`src/rtl/recovery_ctrl.sv`:
```
// Branch-mispredict recovery controller: flushes the pipeline, walks the ROB youngest-to-oldest
// restoring RAT mappings and freeing pregs, then redirects fetch and truncates the ROB tail.
module recovery_ctrl #(
  parameter int ROB_DEPTH = 16,
  parameter int ROB_W     = $clog2(ROB_DEPTH),
  parameter int AREG_W    = 5,
  parameter int PREG_W    = 6
) (
  input  logic              clk,
  input  logic              rst,
  input  logic              mispredict_i,
  input  logic [31:0]       target_pc_i,
  input  logic [ROB_W-1:0]  recover_tag_i,
  input  logic [ROB_W-1:0]  rob_head_i,
  input  logic [ROB_W-1:0]  rob_tail_i,
  output logic [ROB_W-1:0]  rob_walk_idx_o,
  input  logic              rob_walk_rd_used_i,
  input  logic [AREG_W-1:0] rob_walk_ard_i,
  input  logic [PREG_W-1:0] rob_walk_prd_i,
  input  logic [PREG_W-1:0] rob_walk_old_prd_i,
  output logic              flush_o,
  output logic              busy_o,
  output logic              rat_restore_valid_o,
  output logic [AREG_W-1:0] rat_restore_ard_o,
  output logic [PREG_W-1:0] rat_restore_prd_o,
  output logic              fl_free_valid_o,
  output logic [PREG_W-1:0] fl_free_prd_o,
  output logic              redirect_valid_o,
  output logic [31:0]       redirect_pc_o,
  output logic              rob_tail_set_o,
  output logic [ROB_W-1:0]  rob_tail_val_o
);

  localparam logic [1:0] S_IDLE     = 2'd0;
  localparam logic [1:0] S_FLUSH    = 2'd1;
  localparam logic [1:0] S_WALK     = 2'd2;
  localparam logic [1:0] S_REDIRECT = 2'd3;

  logic [1:0]       state_q, state_d;
  logic [31:0]      tgt_q, tgt_d;
  logic [ROB_W-1:0] tag_q, tag_d;
  logic [ROB_W-1:0] ptr_q, ptr_d;

  logic [ROB_W-1:0] cur_age, new_age, tag_eff, ptr_dec;
  logic             take_older, restore;

  // A second mispredict only wins if its branch is older than the one being recovered.
  assign cur_age    = tag_q - rob_head_i;
  assign new_age    = recover_tag_i - rob_head_i;
  assign take_older = mispredict_i && (new_age < cur_age) &&
                      ((state_q == S_FLUSH) || (state_q == S_WALK));
  assign tag_eff    = take_older ? recover_tag_i : tag_q;
  assign ptr_dec    = ptr_q - ROB_W'(1);

  // NOTE: every always_comb target gets a default first so no path can infer a latch.
  always_comb begin
    state_d = state_q;
    tgt_d   = tgt_q;
    tag_d   = tag_q;
    ptr_d   = ptr_q;
    if (take_older) begin
      tgt_d = target_pc_i;
      tag_d = recover_tag_i;
    end
    case (state_q)
      S_IDLE: begin
        if (mispredict_i) begin
          tgt_d   = target_pc_i;
          tag_d   = recover_tag_i;
          ptr_d   = rob_tail_i - ROB_W'(1);
          state_d = S_FLUSH;
        end
      end
      S_FLUSH:  state_d = (ptr_q == tag_eff) ? S_REDIRECT : S_WALK;
      S_WALK: begin
        ptr_d = ptr_dec;
        if (ptr_dec == tag_eff) state_d = S_REDIRECT;
      end
      default:  state_d = S_IDLE;
    endcase
  end

  // NOTE: state registers use non-blocking assignments so every flop samples pre-edge values.
  always_ff @(posedge clk or posedge rst) begin
    if (rst) begin
      state_q <= S_IDLE;
      tgt_q   <= '0;
      tag_q   <= '0;
      ptr_q   <= '0;
    end else begin
      state_q <= state_d;
      tgt_q   <= tgt_d;
      tag_q   <= tag_d;
      ptr_q   <= ptr_d;
    end
  end

  // Outputs decode from registered state only, so reset silences them immediately.
  assign restore = (state_q == S_WALK) && rob_walk_rd_used_i && (rob_walk_ard_i != '0);

  always_comb begin
    flush_o             = 1'b0;
    busy_o              = (state_q != S_IDLE);
    rob_walk_idx_o      = '0;
    rat_restore_valid_o = 1'b0;
    rat_restore_ard_o   = '0;
    rat_restore_prd_o   = '0;
    fl_free_valid_o     = 1'b0;
    fl_free_prd_o       = '0;
    redirect_valid_o    = 1'b0;
    redirect_pc_o       = '0;
    rob_tail_set_o      = 1'b0;
    rob_tail_val_o      = '0;
    case (state_q)
      S_FLUSH: flush_o = 1'b1;
      S_WALK: begin
        rob_walk_idx_o = ptr_q;
        if (restore) begin
          rat_restore_valid_o = 1'b1;
          rat_restore_ard_o   = rob_walk_ard_i;
          rat_restore_prd_o   = rob_walk_old_prd_i;
          fl_free_valid_o     = 1'b1;
          fl_free_prd_o       = rob_walk_prd_i;
        end
      end
      S_REDIRECT: begin
        redirect_valid_o = 1'b1;
        redirect_pc_o    = tgt_q;
        rob_tail_set_o   = 1'b1;
        rob_tail_val_o   = tag_q + ROB_W'(1);
      end
      default: ;
    endcase
  end

endmodule
```
`config.mk`:
```
export PLATFORM = sky130hd
export DESIGN_NAME = recovery_ctrl
export DESIGN_NICKNAME = d
export VERILOG_FILES = /design/src/rtl/recovery_ctrl.sv
export SDC_FILE = /design/constraint.sdc
export NUM_CORES = 1
export LEC_CHECK = 0
export ABC_AREA = 1
export BUFFER_PORTS_ARGS = -buffer_cell sky130_fd_sc_hd__buf_2
export CAP_MARGIN = 25
export CORE_MARGIN = 2
export CORE_UTILIZATION = 49
export CTS_CLUSTER_DIAMETER = 50
export DETAILED_ROUTE_END_ITERATION = 6
export GPL_ROUTABILITY_DRIVEN = 0
export GPL_TIMING_DRIVEN = 0
export HOLD_SLACK_MARGIN = 0.12
export PLACE_DENSITY = 0.88
export SLEW_MARGIN = 20
export SYNTH_ARGS = -nofsm -noshare
export SYNTH_HDL_FRONTEND = slang
export SYNTH_SLANG_ARGS = --single-unit
```
`constraint.sdc`:
```
create_clock -name clk -period 2.9 [get_ports clk]
set_input_delay 0.29 -clock clk [delete_from_list [all_inputs] [get_ports clk]]
set_output_delay 0.29 -clock clk [all_outputs]
set_load 0.1 [all_outputs]
```
======== Word level (Yosys, flattened, before mapping) ========
Index checks and enable logic that the tools add are counted.
storage, ports and cells
  input bits .............................. 65
  output and inout port bits .............. 63
  register bits ........................... 42
operators by class
  reduce and logical (&&, ||, !) cells .... 11
  magnitude comparators ................... 1
  add/sub/neg operators ................... 5
  eq/ne operators ......................... 7
  mux-type cells .......................... 25
operators by type and width
  operator             number
  $mux 32              4
  $mux 4               6
  $mux 6               4
  $mux 5               2
  $eq 4x4->1           2
  $pmux 4 s2           1
  $sub 4x1->4 const B  2
  $sub 4x4->4          2
  $pmux 2 s3           1
  $mux 1               5
  $reduce_bool 5->1    1
  $add 4x1->4 const B  1
  $eq 2x2->1 const B   2
  $logic_and 1x1->1    4
  $lt 4x4->1           1
  $mux 2               2
  $ne 2x2->1 const B   2
  $reduce_and 2->1     2
  $reduce_bool 2->1    2
  $eq 2x1->1 const B   1
  $logic_not 2->1      1
  $logic_or 1x1->1     1

======== Depth between registers and ports, before layout ========
Gate-level depths: netlist (run 1).
  depth after elaboration ................. 8
  gate-level depth with buffers ........... 21

======== Worst setup path after synthesis (run 1) ========
OpenSTA, ideal clock, no wires.
  kind .................................... register to output
  start point ............................. register state_q[0]
  end point ............................... output port rob_tail_val_o[2]
  setup slack ............................. -0.505 ns
  data required time ...................... 2.610 ns
  arrival time ............................ 3.115 ns
  buffers on the path ..................... 1
  stages on the path, launching flop included .. 5
  path through ............................ dfrtp_1 ha_1 clkbuf_1 o21ai_0 a21oi_1
on the way
  word-level cells in the longest chain between the ends .. 2
RTL lines
  element                   RTL line  source
  start: declaration        39        logic [1:0] state_q, state_d;
  start signal: assignment  91        state_q <= state_d;
  $eq 2x2->1                114       case (state_q)
  $mux 4                    114
  end: declaration          31        output logic [ROB_W-1:0] rob_tail_val_o
Every way passes these cells.

==> run summary, run 1 <==
Synth top area share -> 34.8%
crit-path most repeated cell -> nand2_1
insertion delay to the later sink of the worst-skew pair -> 300 ps
WL/cell -> 12.3 um
Top Ports -> 128
Critical Path AT -> 2980 ps
fmax -> 0.358 GHz
vias in the first global route -> 3041
drt total wl -> 8.16 mm
Critical Path End Type -> flop
area of the multi-input gates -> 1580 sq um
Slew Viols, Final -> 0
CTS Sinks -> 42
outcome -> complete, no violations
n_diodes -> 0
routed via count -> 3344
WP buf/inv -> 3
RSZ-0062 raised after global routing -> yes
worst slew pin tran -> 490 ps
crit path launch type -> flop
critical path, cell by cell -> inv_2 -> ha_1 -> inv_1 -> fa_2 -> inv_1 -> ha_1 -> nand2_1 -> nand2_2 -> nand2_2 -> nand4_4 -> nand2_2 -> nand2_1 -> nand2_1 -> nand2_1 -> nor2_1 -> nand2_1 -> nand2_2 -> nand2_2 -> nand2_1 -> o21ai_1
ys async rst share -> 100%
drt drc -> 0
Synth area leaders -> dfrtp_1, nand3_1, nand2_1
worst hold path class -> input pin to flop
Crit Path Max Fanout -> 6
Worst slew margin -> 67.5%
first-pass GRT wire length -> 12.7 mm
Crit path max-delay family -> simple AND/OR/NAND/NOR gates
most common cell in the synthesized netlist -> nand2_1
CP max stage delay -> 520 ps
Synth Net Count -> 531
H-tree depth -> 2
crit share post-route -> 96.4%
WS Path Type -> flop to flop
initial drt markers -> 138
Min Hold Slack -> 209 ps
CTS root buf -> clkbuf_8
clk buf depth -> 2
Slowest-stage cell, CP -> fa_2
max_cap viols -> 0
# fillers -> 516
Commonest cells post-synth -> nand2_1, inv_1, nand3_1, dfrtp_1, nor2_1
Rows -> 28
Die Y -> 82.5 um
total CTS buffers -> 5
nets -> 671
Synth area leader -> dfrtp_1
Total Die Area -> 6810 sq um
register area -> 1050 sq um
area added between synthesis and finish -> 32.3%
Initial Utilization -> 50.7%
Yosys cell types -> 26
synthesized flop and latch total -> 42
syn_area_per_cell -> 6.76 sq um
Die W -> 82.5 um
Tmin final -> 2800 ps
Post-Synthesis Cell Area -> 3020 sq um
Hold Violations, Final -> 0
CP Data Required Time -> 3080 ps
Final Setup Violations -> 0
Clock transition at path regs -> 100 ps
Synth Instances -> 447
Post-synth EDFFs -> 0
drt first pass iters -> 5
Port-buffer cells -> 127
DR vias/cell -> 5.04
sequential share of the synthesized area -> 34.8%
share of cells above drive strength 1 -> 29.6%
Setup Skew -> 13.2 ps
detailed placement HPWL -> 6.25 mm
final core utilization -> 67.1%
remaining global-route overflow -> 0
initial antenna violation count -> 0
CTS tree -> built
Post-DRT Antenna Nets -> 0
Warnings, synthesis -> 0
dominant synthesized flop cell -> dfrtp_1
gr usage total -> 23.7%
largest net degree at the start of global routing -> 28
core footprint -> 5960 sq um
## per-layer routing
layer	vias to the layer above	wire, um	global-route usage, %	part of all wire [%]
met5	-	0	0	0
met4	0	193	7.05	2.4
met3	20	648	3.70	7.9
met2	158	3950	42.9	48
met1	1505	3360	28.8	41
li1	1661	-	-	-
## logic make-up after synthesis
kind of cell	after synthesis	share of synthesized area (%)
simple gates	240	34.8
buf+inv	114	14.8
flops	42	34.8
compound gates	24	4.97
fa+ha+maj	19	8.37
xor+xnor	8	2.32
## area by class of cell
type | instances | area share (%)
clock inverter | 3 | 0.595
multi-input combinational | 291 | 39.6
clock buffer | 5 | 1.72
tap | 75 | 2.35
inverter | 93 | 8.74
timing repair buffer | 134 | 18.3
sequential | 42 | 26.4
buffer | 20 | 2.38
## tightest hold or removal path, delay by kind of cell
| kind | cells | cell delay (ps) |
|---|---|---|
| and+or+nand+nor | 2 | 120 |
| buffers and inverters | 1 | 80 |
## cells in the final DEF, fill, tap and decap left out, types with 2 or more instances in the layout
cell type	count
clkbuf_1	10
clkbuf_8	5
o211ai_1	3
xnor2_1	6
nor2_1	26
inv_2	4
nand3_1	87
clkbuf_4	11
dfrtp_2	2
clkinvlp_4	2
nand2_1	112
o221ai_1	5
ha_1	16
o21ai_0	9
xor2_1	2
nand3_2	3
buf_1	3
inv_1	88
buf_4	7
dfrtp_1	40
buf_2	119
a21oi_1	2
a21oi_2	4
nand2_2	7
## path summary, 6_finish.rpt
| check | depth (start not counted) | to | slack (ps) | start |
|---|---|---|---|---|
| min in group asynchronous | 3 | asynchronous set/reset pin | 510 | rst |
| min reg2reg | 2 | flop | 510 | flop |
| min | 3 | flop | 210 | target_pc_i[17] |
| max | 20 | state_q[0] | 100 | flop |
| max in group asynchronous | 4 | asynchronous set/reset pin | 1910 | rst |
| max reg2reg | 20 | state_q[0] | 100 | flop |
## repair_timing
item,in CTS,in global routing
hold buffers,1,0
setup buffers,0,5
endpoints found under the setup margin,0,43
gates resized for setup,0,28
hold endpoints to repair,15,0
## through the flow
stage               TNS [ps]  area, sq um  cells  setup WS (ps)
floorplan               -514         3030    447          -57.1
global placement           0         3760    649            165
detailed placement         0         3780    650           54.6
CTS                        0         3880    659           42.6
global route           -62.2         4000    663          -43.0
finish                     0         4000    663            104
Power of run 1 is not shown: default switching activity piles up to over one toggle a cycle in this logic, so the estimate is an artifact.
==> inputs of run 2 (changes only) <==
==> constraint.sdc (replaced) <==
create_clock -name clk -period 2.9 [get_ports clk]
set_input_delay 0.725 -clock clk [delete_from_list [all_inputs] [get_ports clk]]
set_output_delay 0.725 -clock clk [all_outputs]
set_load 0.1 [all_outputs]
==> run summary, run 2 (same netlist as run 1, synthesis figures left out) <==
outcome -> complete, no violations
worst slew pin tran -> 512 ps
CP max stage delay -> 510 ps
CP Data Required Time -> 3140 ps
Slowest-stage cell, CP -> fa_2
drt total wl -> 9.23 mm
CTS tree -> built
WP buf/inv -> 4
max_cap viols -> 0
clk buf depth -> 2
CTS root buf -> clkbuf_8
initial drt markers -> 297
commonest non-fill, non-tap cells in the layout -> nand2_1, nand3_1, buf_2
Crit path max-delay family -> simple AND/OR/NAND/NOR gates
core footprint -> 5960 sq um
fin area -> 4440 sq um
Tmin final -> 2880 ps
Critical Path AT -> 3120 ps
Reg2Reg Depth -> 20
H-tree depth -> 2
n_diodes -> 0
Final Setup Violations -> 0
nets -> 674
Hold Violations, Final -> 0
Initial Utilization -> 50.7%
Rows -> 28
Die Y -> 82.5 um
Post-DRT Antenna Nets -> 0
fmax -> 0.347 GHz
area post-placement -> 3970 sq um
detailed placement HPWL -> 6.46 mm
Total Die Area -> 6810 sq um
Die W -> 82.5 um
dpl cells -> 650
largest net degree at the start of global routing -> 25
critical path depth in cells -> 20
most common cell after layout, fill and taps aside -> nand2_1
fin cells -> 666
routed via count -> 3487
Worst slew margin -> 66.1%
Clock transition at path regs -> 90 ps
Critical Path End Type -> flop
crit-path most repeated cell -> nand2_2
critical path, cell by cell -> buf_6 -> inv_2 -> ha_4 -> fa_2 -> inv_1 -> ha_1 -> nand2_1 -> nand2_2 -> nand2_2 -> nand4_4 -> buf_6 -> nand2_2 -> nand3_1 -> nand2_1 -> nor2_1 -> nand2_1 -> nand2_2 -> nand2_2 -> nand2_1 -> o21ai_1
final core utilization -> 74.5%
Crit Path Max Fanout -> 6
Worst Setup SP -> recover_tag_i[0]
insertion delay to the later sink of the worst-skew pair -> 310 ps
gr usage total -> 24.7%
remaining global-route overflow -> 0
crit share post-route -> 99.3%
DR vias/cell -> 5.24
total CTS buffers -> 5
Slew Viols, Final -> 0
hold buffer count at cts -> 0
CTS Sinks -> 42
WL/cell -> 13.9 um
initial antenna violation count -> 0
drt first pass iters -> 5
Setup Skew -> 9.88 ps
worst hold path class -> input pin to asynchronous set/reset pin
drt drc -> 0
Port-buffer cells -> 127
area added between synthesis and finish -> 46.9%
first-pass GRT wire length -> 13.2 mm
RSZ-0062 raised after global routing -> yes
Top Ports -> 128
vias in the first global route -> 3059
crit path launch type -> input pin
share of cells above drive strength 1 -> 41.1%
WS Path Type -> input pin to flop
run 2: worst paths after layout:
path                                              end  slack [ps]
min in group clk                                 flop         510
min                        asynchronous set/reset pin         410
max                                        state_q[0]          20
min reg2reg                                      flop         510
max in group asynchronous  asynchronous set/reset pin        2010
max reg2reg                                state_q[0]          30
run 2: worst register-to-register path: cells and delay by family, from the launching register on:
kind / cells / cell delay, ps
flip-flops: 1 / 440
adder cells (fa/ha/maj): 3 / 860
XOR/XNOR: 1 / 160
AO/OA/AOI/OAI: 1 / 80
buffers and inverters: 4 / 340
AND/OR/NAND/NOR: 11 / 910
run 2: through the flow:
stage / worst slack, ps / setup TNS (ps) / hold slack [ps]
CTS: -2.78 / -3.19 / 436
finish: 21.6 / 0 / 411
detailed placement: -304 / -7190 / 493
global route: -133 / -1070 / 445
global placement: -241 / -5520 / 488
floorplan: -287 / -2230 / 476
run 2: metal layers:
metal  global-route usage [%]  part of all wire, %  vias up  wire, um
li1                         -                    -     1670         -
met1                     29.7                   39     1639      3620
met2                     45.1                   52      156      4790
met3                     3.70                  6.7       22       618
met4                     7.70                  2.2        0       199
met5                        0                    0        -         0
run 2: area by class of cell:
| type | count | area [sq um] |
|---|---|---|
| timing repair buffer | 138 | 863 |
| multi-input combinational | 291 | 1730 |
| fill | 401 | 1520 |
| inverter | 93 | 473 |
| clock inverter | 2 | 37.5 |
| sequential | 42 | 1050 |
| tap | 75 | 93.8 |
| clock buffer | 6 | 72.6 |
| buffer | 19 | 109 |
run 2: what timing repair did:
action | in CTS | in global routing
pin swaps | 2 | 20
gates resized for setup | 39 | 57
buffers inserted | 0 | 9
cloned | 0 | 1
setup endpoints to repair | 47 | 79
Power of run 2 is left out for the same reason.
